`src/rtl/exwb_pkg.sv`:
```
// Shared types and constants for the EX->WB stage register.
package exwb_pkg;

  typedef enum logic [1:0] {
    EMPTY = 2'd0,
    ONE   = 2'd1,
    TWO   = 2'd2
  } state_t;

  localparam int unsigned DATA_W_DEF = 8;
  localparam int unsigned ADDR_W_DEF = 8;
  localparam int unsigned RIDX_W_DEF = 3;
  localparam int unsigned PERF_W     = 16;

endpackage

```
`src/rtl/exwb_slot.sv`:
```
// One EX->WB entry: valid flag plus payload, with load, clear and async reset.
module exwb_slot #(
  parameter int unsigned DATA_W = 8,
  parameter int unsigned ADDR_W = 8,
  parameter int unsigned RIDX_W = 3
) (
  input  logic              clk,
  input  logic              rst,
  input  logic              clr,
  input  logic              ld,
  input  logic              d_regwrite,
  input  logic              d_writesrc,
  input  logic [ADDR_W-1:0] d_addr,
  input  logic [DATA_W-1:0] d_result,
  input  logic [RIDX_W-1:0] d_rd,
  output logic              q_valid,
  output logic              q_regwrite,
  output logic              q_writesrc,
  output logic [ADDR_W-1:0] q_addr,
  output logic [DATA_W-1:0] q_result,
  output logic [RIDX_W-1:0] q_rd
);

  always_ff @(posedge clk or posedge rst) begin
    if (rst) begin
      q_valid    <= 1'b0;
      q_regwrite <= 1'b0;
      q_writesrc <= 1'b0;
      q_addr     <= '0;
      q_result   <= '0;
      q_rd       <= '0;
    end else if (clr) begin
      q_valid    <= 1'b0;
      q_regwrite <= 1'b0;
      q_writesrc <= 1'b0;
      q_addr     <= '0;
      q_result   <= '0;
      q_rd       <= '0;
    end else if (ld) begin
      q_valid    <= 1'b1;
      q_regwrite <= d_regwrite;
      q_writesrc <= d_writesrc;
      q_addr     <= d_addr;
      q_result   <= d_result;
      q_rd       <= d_rd;
    end
  end

endmodule

```
`src/rtl/exwb_stage.sv`:
```
// EX->WB stage register with 2-entry skid buffer, flush and forwarding tap.
// Optional WB stall counter enabled by defining EXWB_PERF_CNT_EN.
module exwb_stage
  import exwb_pkg::*;
#(
  parameter int unsigned DATA_W = DATA_W_DEF,
  parameter int unsigned ADDR_W = ADDR_W_DEF,
  parameter int unsigned RIDX_W = RIDX_W_DEF
) (
  input  logic              clk,
  input  logic              rst,
  input  logic              flush,
  input  logic              in_valid,
  output logic              in_ready,
  input  logic              in_regwrite,
  input  logic              in_writesrc,
  input  logic [ADDR_W-1:0] in_addr,
  input  logic [DATA_W-1:0] in_result,
  input  logic [RIDX_W-1:0] in_rd,
  output logic              out_valid,
  input  logic              out_ready,
  output logic              out_regwrite,
  output logic              out_writesrc,
  output logic [ADDR_W-1:0] out_addr,
  output logic [DATA_W-1:0] out_result,
  output logic [RIDX_W-1:0] out_rd,
  output logic              fwd_valid,
  output logic [RIDX_W-1:0] fwd_rd,
  output logic [DATA_W-1:0] fwd_data,
  output logic [PERF_W-1:0] perf_stall_cnt
);

  if (ADDR_W > DATA_W) begin : g_width_chk
    $error("exwb_stage: ADDR_W must not exceed DATA_W");
  end

  logic              main_v, main_rw, main_ws;
  logic [ADDR_W-1:0] main_addr;
  logic [DATA_W-1:0] main_res;
  logic [RIDX_W-1:0] main_rd;
  logic              skid_v, skid_rw, skid_ws;
  logic [ADDR_W-1:0] skid_addr;
  logic [DATA_W-1:0] skid_res;
  logic [RIDX_W-1:0] skid_rd;

  logic              main_ld, main_clr, main_from_skid;
  logic              skid_ld, skid_clr;
  logic              acc, drn;
  logic              md_rw, md_ws;
  logic [ADDR_W-1:0] md_addr;
  logic [DATA_W-1:0] md_res;
  logic [RIDX_W-1:0] md_rd;
  state_t            state;

  // skid_v is a flop, so in_ready has no combinational path from out_ready
  assign in_ready = ~skid_v;
  assign acc      = in_valid & in_ready;
  assign drn      = main_v & out_ready;

  always_comb begin
    state = EMPTY;
    if (skid_v)      state = TWO;
    else if (main_v) state = ONE;
  end

  always_comb begin
    main_ld        = 1'b0;
    main_clr       = 1'b0;
    main_from_skid = 1'b0;
    skid_ld        = 1'b0;
    skid_clr       = 1'b0;
    if (flush) begin
      main_clr = 1'b1;
      skid_clr = 1'b1;
    end else begin
      unique case (state)
        EMPTY: main_ld = acc;
        ONE: begin
          if (acc && drn)       main_ld  = 1'b1;
          else if (acc)         skid_ld  = 1'b1;
          else if (drn)         main_clr = 1'b1;
        end
        TWO: begin
          if (drn) begin
            main_ld        = 1'b1;
            main_from_skid = 1'b1;
            skid_clr       = 1'b1;
          end
        end
        default: ;
      endcase
    end
  end

  always_comb begin
    md_rw   = in_regwrite;
    md_ws   = in_writesrc;
    md_addr = in_addr;
    md_res  = in_result;
    md_rd   = in_rd;
    if (main_from_skid) begin
      md_rw   = skid_rw;
      md_ws   = skid_ws;
      md_addr = skid_addr;
      md_res  = skid_res;
      md_rd   = skid_rd;
    end
  end

  exwb_slot #(.DATA_W(DATA_W), .ADDR_W(ADDR_W), .RIDX_W(RIDX_W)) u_main (
    .clk(clk), .rst(rst), .clr(main_clr), .ld(main_ld),
    .d_regwrite(md_rw), .d_writesrc(md_ws), .d_addr(md_addr),
    .d_result(md_res), .d_rd(md_rd),
    .q_valid(main_v), .q_regwrite(main_rw), .q_writesrc(main_ws),
    .q_addr(main_addr), .q_result(main_res), .q_rd(main_rd)
  );

  exwb_slot #(.DATA_W(DATA_W), .ADDR_W(ADDR_W), .RIDX_W(RIDX_W)) u_skid (
    .clk(clk), .rst(rst), .clr(skid_clr), .ld(skid_ld),
    .d_regwrite(in_regwrite), .d_writesrc(in_writesrc), .d_addr(in_addr),
    .d_result(in_result), .d_rd(in_rd),
    .q_valid(skid_v), .q_regwrite(skid_rw), .q_writesrc(skid_ws),
    .q_addr(skid_addr), .q_result(skid_res), .q_rd(skid_rd)
  );

  assign out_valid    = main_v;
  assign out_regwrite = main_v & main_rw;
  assign out_writesrc = main_ws;
  assign out_addr     = main_addr;
  assign out_result   = main_res;
  assign out_rd       = main_rd;

  assign fwd_valid = out_valid & out_regwrite;
  assign fwd_rd    = main_rd;
  assign fwd_data  = main_ws ? DATA_W'(main_addr) : main_res;

`ifdef EXWB_PERF_CNT_EN
  always_ff @(posedge clk or posedge rst) begin
    if (rst)
      perf_stall_cnt <= '0;
    else if (main_v && !out_ready && perf_stall_cnt != '1)
      perf_stall_cnt <= perf_stall_cnt + 1'b1;
  end
`else
  assign perf_stall_cnt = '0;
`endif

endmodule

```
`config.mk`:
```
export PLATFORM = sky130hd
export DESIGN_NAME = exwb_stage
export DESIGN_NICKNAME = d
export VERILOG_FILES = /design/src/rtl/exwb_pkg.sv /design/src/rtl/exwb_slot.sv /design/src/rtl/exwb_stage.sv
export SDC_FILE = /design/constraint.sdc
export NUM_CORES = 1
export LEC_CHECK = 0
export ABC_CLOCK_PERIOD_IN_PS = 3900
export BUFFER_PORTS_ARGS = -buffer_cell sky130_fd_sc_hd__buf_2
export CAP_MARGIN = 20
export CORE_ASPECT_RATIO = 0.8
export CORE_MARGIN = 2
export CORE_UTILIZATION = 40
export CTS_CLUSTER_SIZE = 8
export DETAILED_ROUTE_END_ITERATION = 12
export SYNTH_ARGS = -nofsm -noshare
export SYNTH_HDL_FRONTEND = slang
export SYNTH_HIERARCHICAL = 1
export SYNTH_SLANG_ARGS = --single-unit
```
`constraint.sdc`:
```
create_clock -name clk -period 3.9 [get_ports clk]
set_input_delay 0.585 -clock clk [delete_from_list [all_inputs] [get_ports clk]]
set_output_delay 0.585 -clock clk [all_outputs]
set_load 0.01 [all_outputs]
```
==> flow_summary.yaml <==
run_status:
  status: "complete, no violations"
sta:
  setup_violations: 0
  worst_pin_slew_ns: 0.918
  period_needed_ns: 2.07
  grt_setup_unrepaired: "no"
  timing.final.max_slew_violations: 0
  layout_worst_path_cycle_share_pct: 53.0
  totalNegativeSetupSlack_ns: 0
  hold_viol: 0
  fin_worst_hold_slack_ns: 0.454
  slew-limit-headroom_pct: 38.7
  final.setup_skew_ns: 0.0102
  fmax_ghz: 0.483
critical_path:
  worstSetupPathType: "reg -> out"
  critical_path.slowest_cell: "sky130_fd_sc_hd__dfrtp_1"
  timing.critical_path.arrival_ns: 1.48
  worst_ep_required_time_ns: 3.31
  cp-start-kind: "flip-flop"
  setup.worst_path.end_class: "primary output"
  path_cells: "mux2_2, buf_2"
  worstPathBufferInverterCount: 1
  timing.critical_path.max_delay_family: "flip-flops"
  crit_path_max_incr_delay_ns: 0.64
  worst-path-max-fanout: 10
  r2r_setup_slack_ns: 2.08
synthesis:
  ys_ff_latch: 44
  synth_seq_area_share_pct: 44.3
  netlist-cell-type-count: 18
  synth.avg_cell_area_sq_um: 12.0
  postSynthCellCount: 208
  yosysWarningCount: 6
  mappedNetlistArea_sq_mm: 0.00249
cts:
  cts.clk_slew.worst_paths_ns: 0.09
  clock_tree.buffer_depth: 2
  tritoncts: "built"
  cts_sinks: 44
  postCtsResizedCells: 0
  cts.repair_timing.setup_buffer_count: 0
  clock_tree.htree_level_count: 2
  cts-hold-fix-buffers: 0
  cts.root.buffer_cell: "sky130_fd_sc_hd__clkbuf_8"
  insertion_delay_ns: 0.31
  cts_made_buffers: 5
floorplanning:
  boundaryPins: 77
  die_outline_area_sq_mm: 0.00687
  std_cell_rows: 25
  core_sq_mm: 0.00594
  initial_core_util_pct: 41.8
  die_y_um: 74.5
  fp.dieW_um: 92.1
cells_and_area:
  n_fill_cell: 573
  drive_above_1_share_pct: 39.4
  inserted_diodes: 0
  layout.cells.most_common_list: "sky130_fd_sc_hd__buf_2 (60), sky130_fd_sc_hd__nor2_1 (48), sky130_fd_sc_hd__dfrtp_1 (44)"
  final_net_count: 285
  layout.cells.most_common: "sky130_fd_sc_hd__buf_2"
  area_delta_synth_final_pct: 10.7
global_route:
  grt_start_max_net_pins: 23
  globalRoute.totalOverflow: 0
  grt_first_pass_wirelength_mm: 7.48
  number_of_antenna_violations_at_the_first_check_in_global_routing: 0
  global_route.usage.met1_pct: 19.1
  grt-busiest-layer: "met2"
  grt_pass1_vias: 1474
  gr-usage-met2_pct: 23.5
  use_met3_pct: 4.76
  globalRouteTotalUtil_pct: 14.5
placed_design:
  port_buffers: 60
  dp.final_hpwl_mm: 3.22
  routabilityCongestion: 0.659
routing:
  drtIter0Drc: 69
  drc: 0
  per_cell_routed_wire_length_um: 14.1
  vias_per_cell: 4.54
  detail_route.first_pass.iterations: 4
  totalWireLength_mm: 4.79
  dr_total_vias: 1545
  antenna_violating_nets_post_route: 0
worst_hold_path:
  worst_hold_path_type: "in -> async"
power:
  leakagePower_nw: 1.47
  power_density_mw_per_mm2: 326
  p_total_uw: 898
  power.ir.vdd_worst_mv: 0.141
run:
  max_cap_violations: 0
-- power by group --
group	internal, mW	switching, mW
Sequential	0.470	0.0144
Clock	0.121	0.158
Combinational	0.0617	0.0725
Total	0.653	0.245
-- kinds of logic after synthesis --
family / count (synthesis) / share of synthesized area [%]
buffers and inverters: 37 / 12.5
multiplexers: 71 / 33.1
AO/OA/AOI/OAI: 3 / 1.06
other: 1 / 0.151
flip-flops: 44 / 44.3
AND/OR/NAND/NOR: 52 / 8.96
-- flip-flops by register name, indices dropped and copies added (netlist names) --
register           count
u_main/q_addr          8
u_main/q_result        8
u_skid/q_addr          8
u_skid/q_result        8
u_main/q_rd            3
u_skid/q_rd            3
u_main/q_regwrite      1
u_main/q_valid         1
u_main/q_writesrc      1
u_skid/q_regwrite      1
u_skid/q_valid         1
u_skid/q_writesrc      1
-- metrics by stage --
step	setup slack, ns	instances	area (sq um)	util (%)
after floorplan	2.18	223	2540	-
after global placement	1.85	333	2670	44.9
after detailed placement	1.82	333	2670	44.9
after CTS	1.77	340	2750	46.3
after global routing	1.72	340	2750	46.3
final	1.83	340	2750	46.3
-- cell type report --
| class | instances | area, sq um | area share, % |
|---|---|---|---|
| Tap cell | 81 | 101 | 3.68 |
| Timing Repair Buffer | 62 | 315 | 11.5 |
| Sequential cell | 44 | 1100 | 40.0 |
| Clock buffer | 5 | 68.8 | 2.50 |
| Inverter | 4 | 15.0 | 0.546 |
| Multi-Input combinational cell | 142 | 1140 | 41.3 |
| Clock inverter | 2 | 12.5 | 0.455 |
-- cell usage after synthesis (all sizes together) --
master   number  area [sq um]
a2111oi       1          8.76
a31o          2          17.5
and2          1          6.26
and3          1          6.26
buf          29           280
clkbuf        4          15.0
conb          1          3.75
dfrtp        44          1100
inv           4          15.0
mux2         29           402
mux2i        42           420
nand4b        1          23.8
nor2         48           180
nor2b         1          6.26
-- final timing paths --
path | cells past startpoint | startpoint | end
setup reg to reg | 4 | u_main/q_valid | u_main/q_addr[6]
setup / recovery | 2 | u_main/q_writesrc | fwd_data[4]
max in group asynchronous | 2 | rst | u_main/q_result[7]
hold reg to reg | 2 | u_main/q_regwrite | u_main/q_regwrite
hold / removal | 2 | rst | u_skid/q_addr[4]
min in group clk | 2 | u_main/q_regwrite | u_main/q_regwrite
-- per-layer routing --
metal	share of wire, %	up-vias
li1	-	761
met1	48	735
met2	46	47
met3	5.4	2
met4	0.67	0
met5	0	-
(Power assumes the default switching activity.)
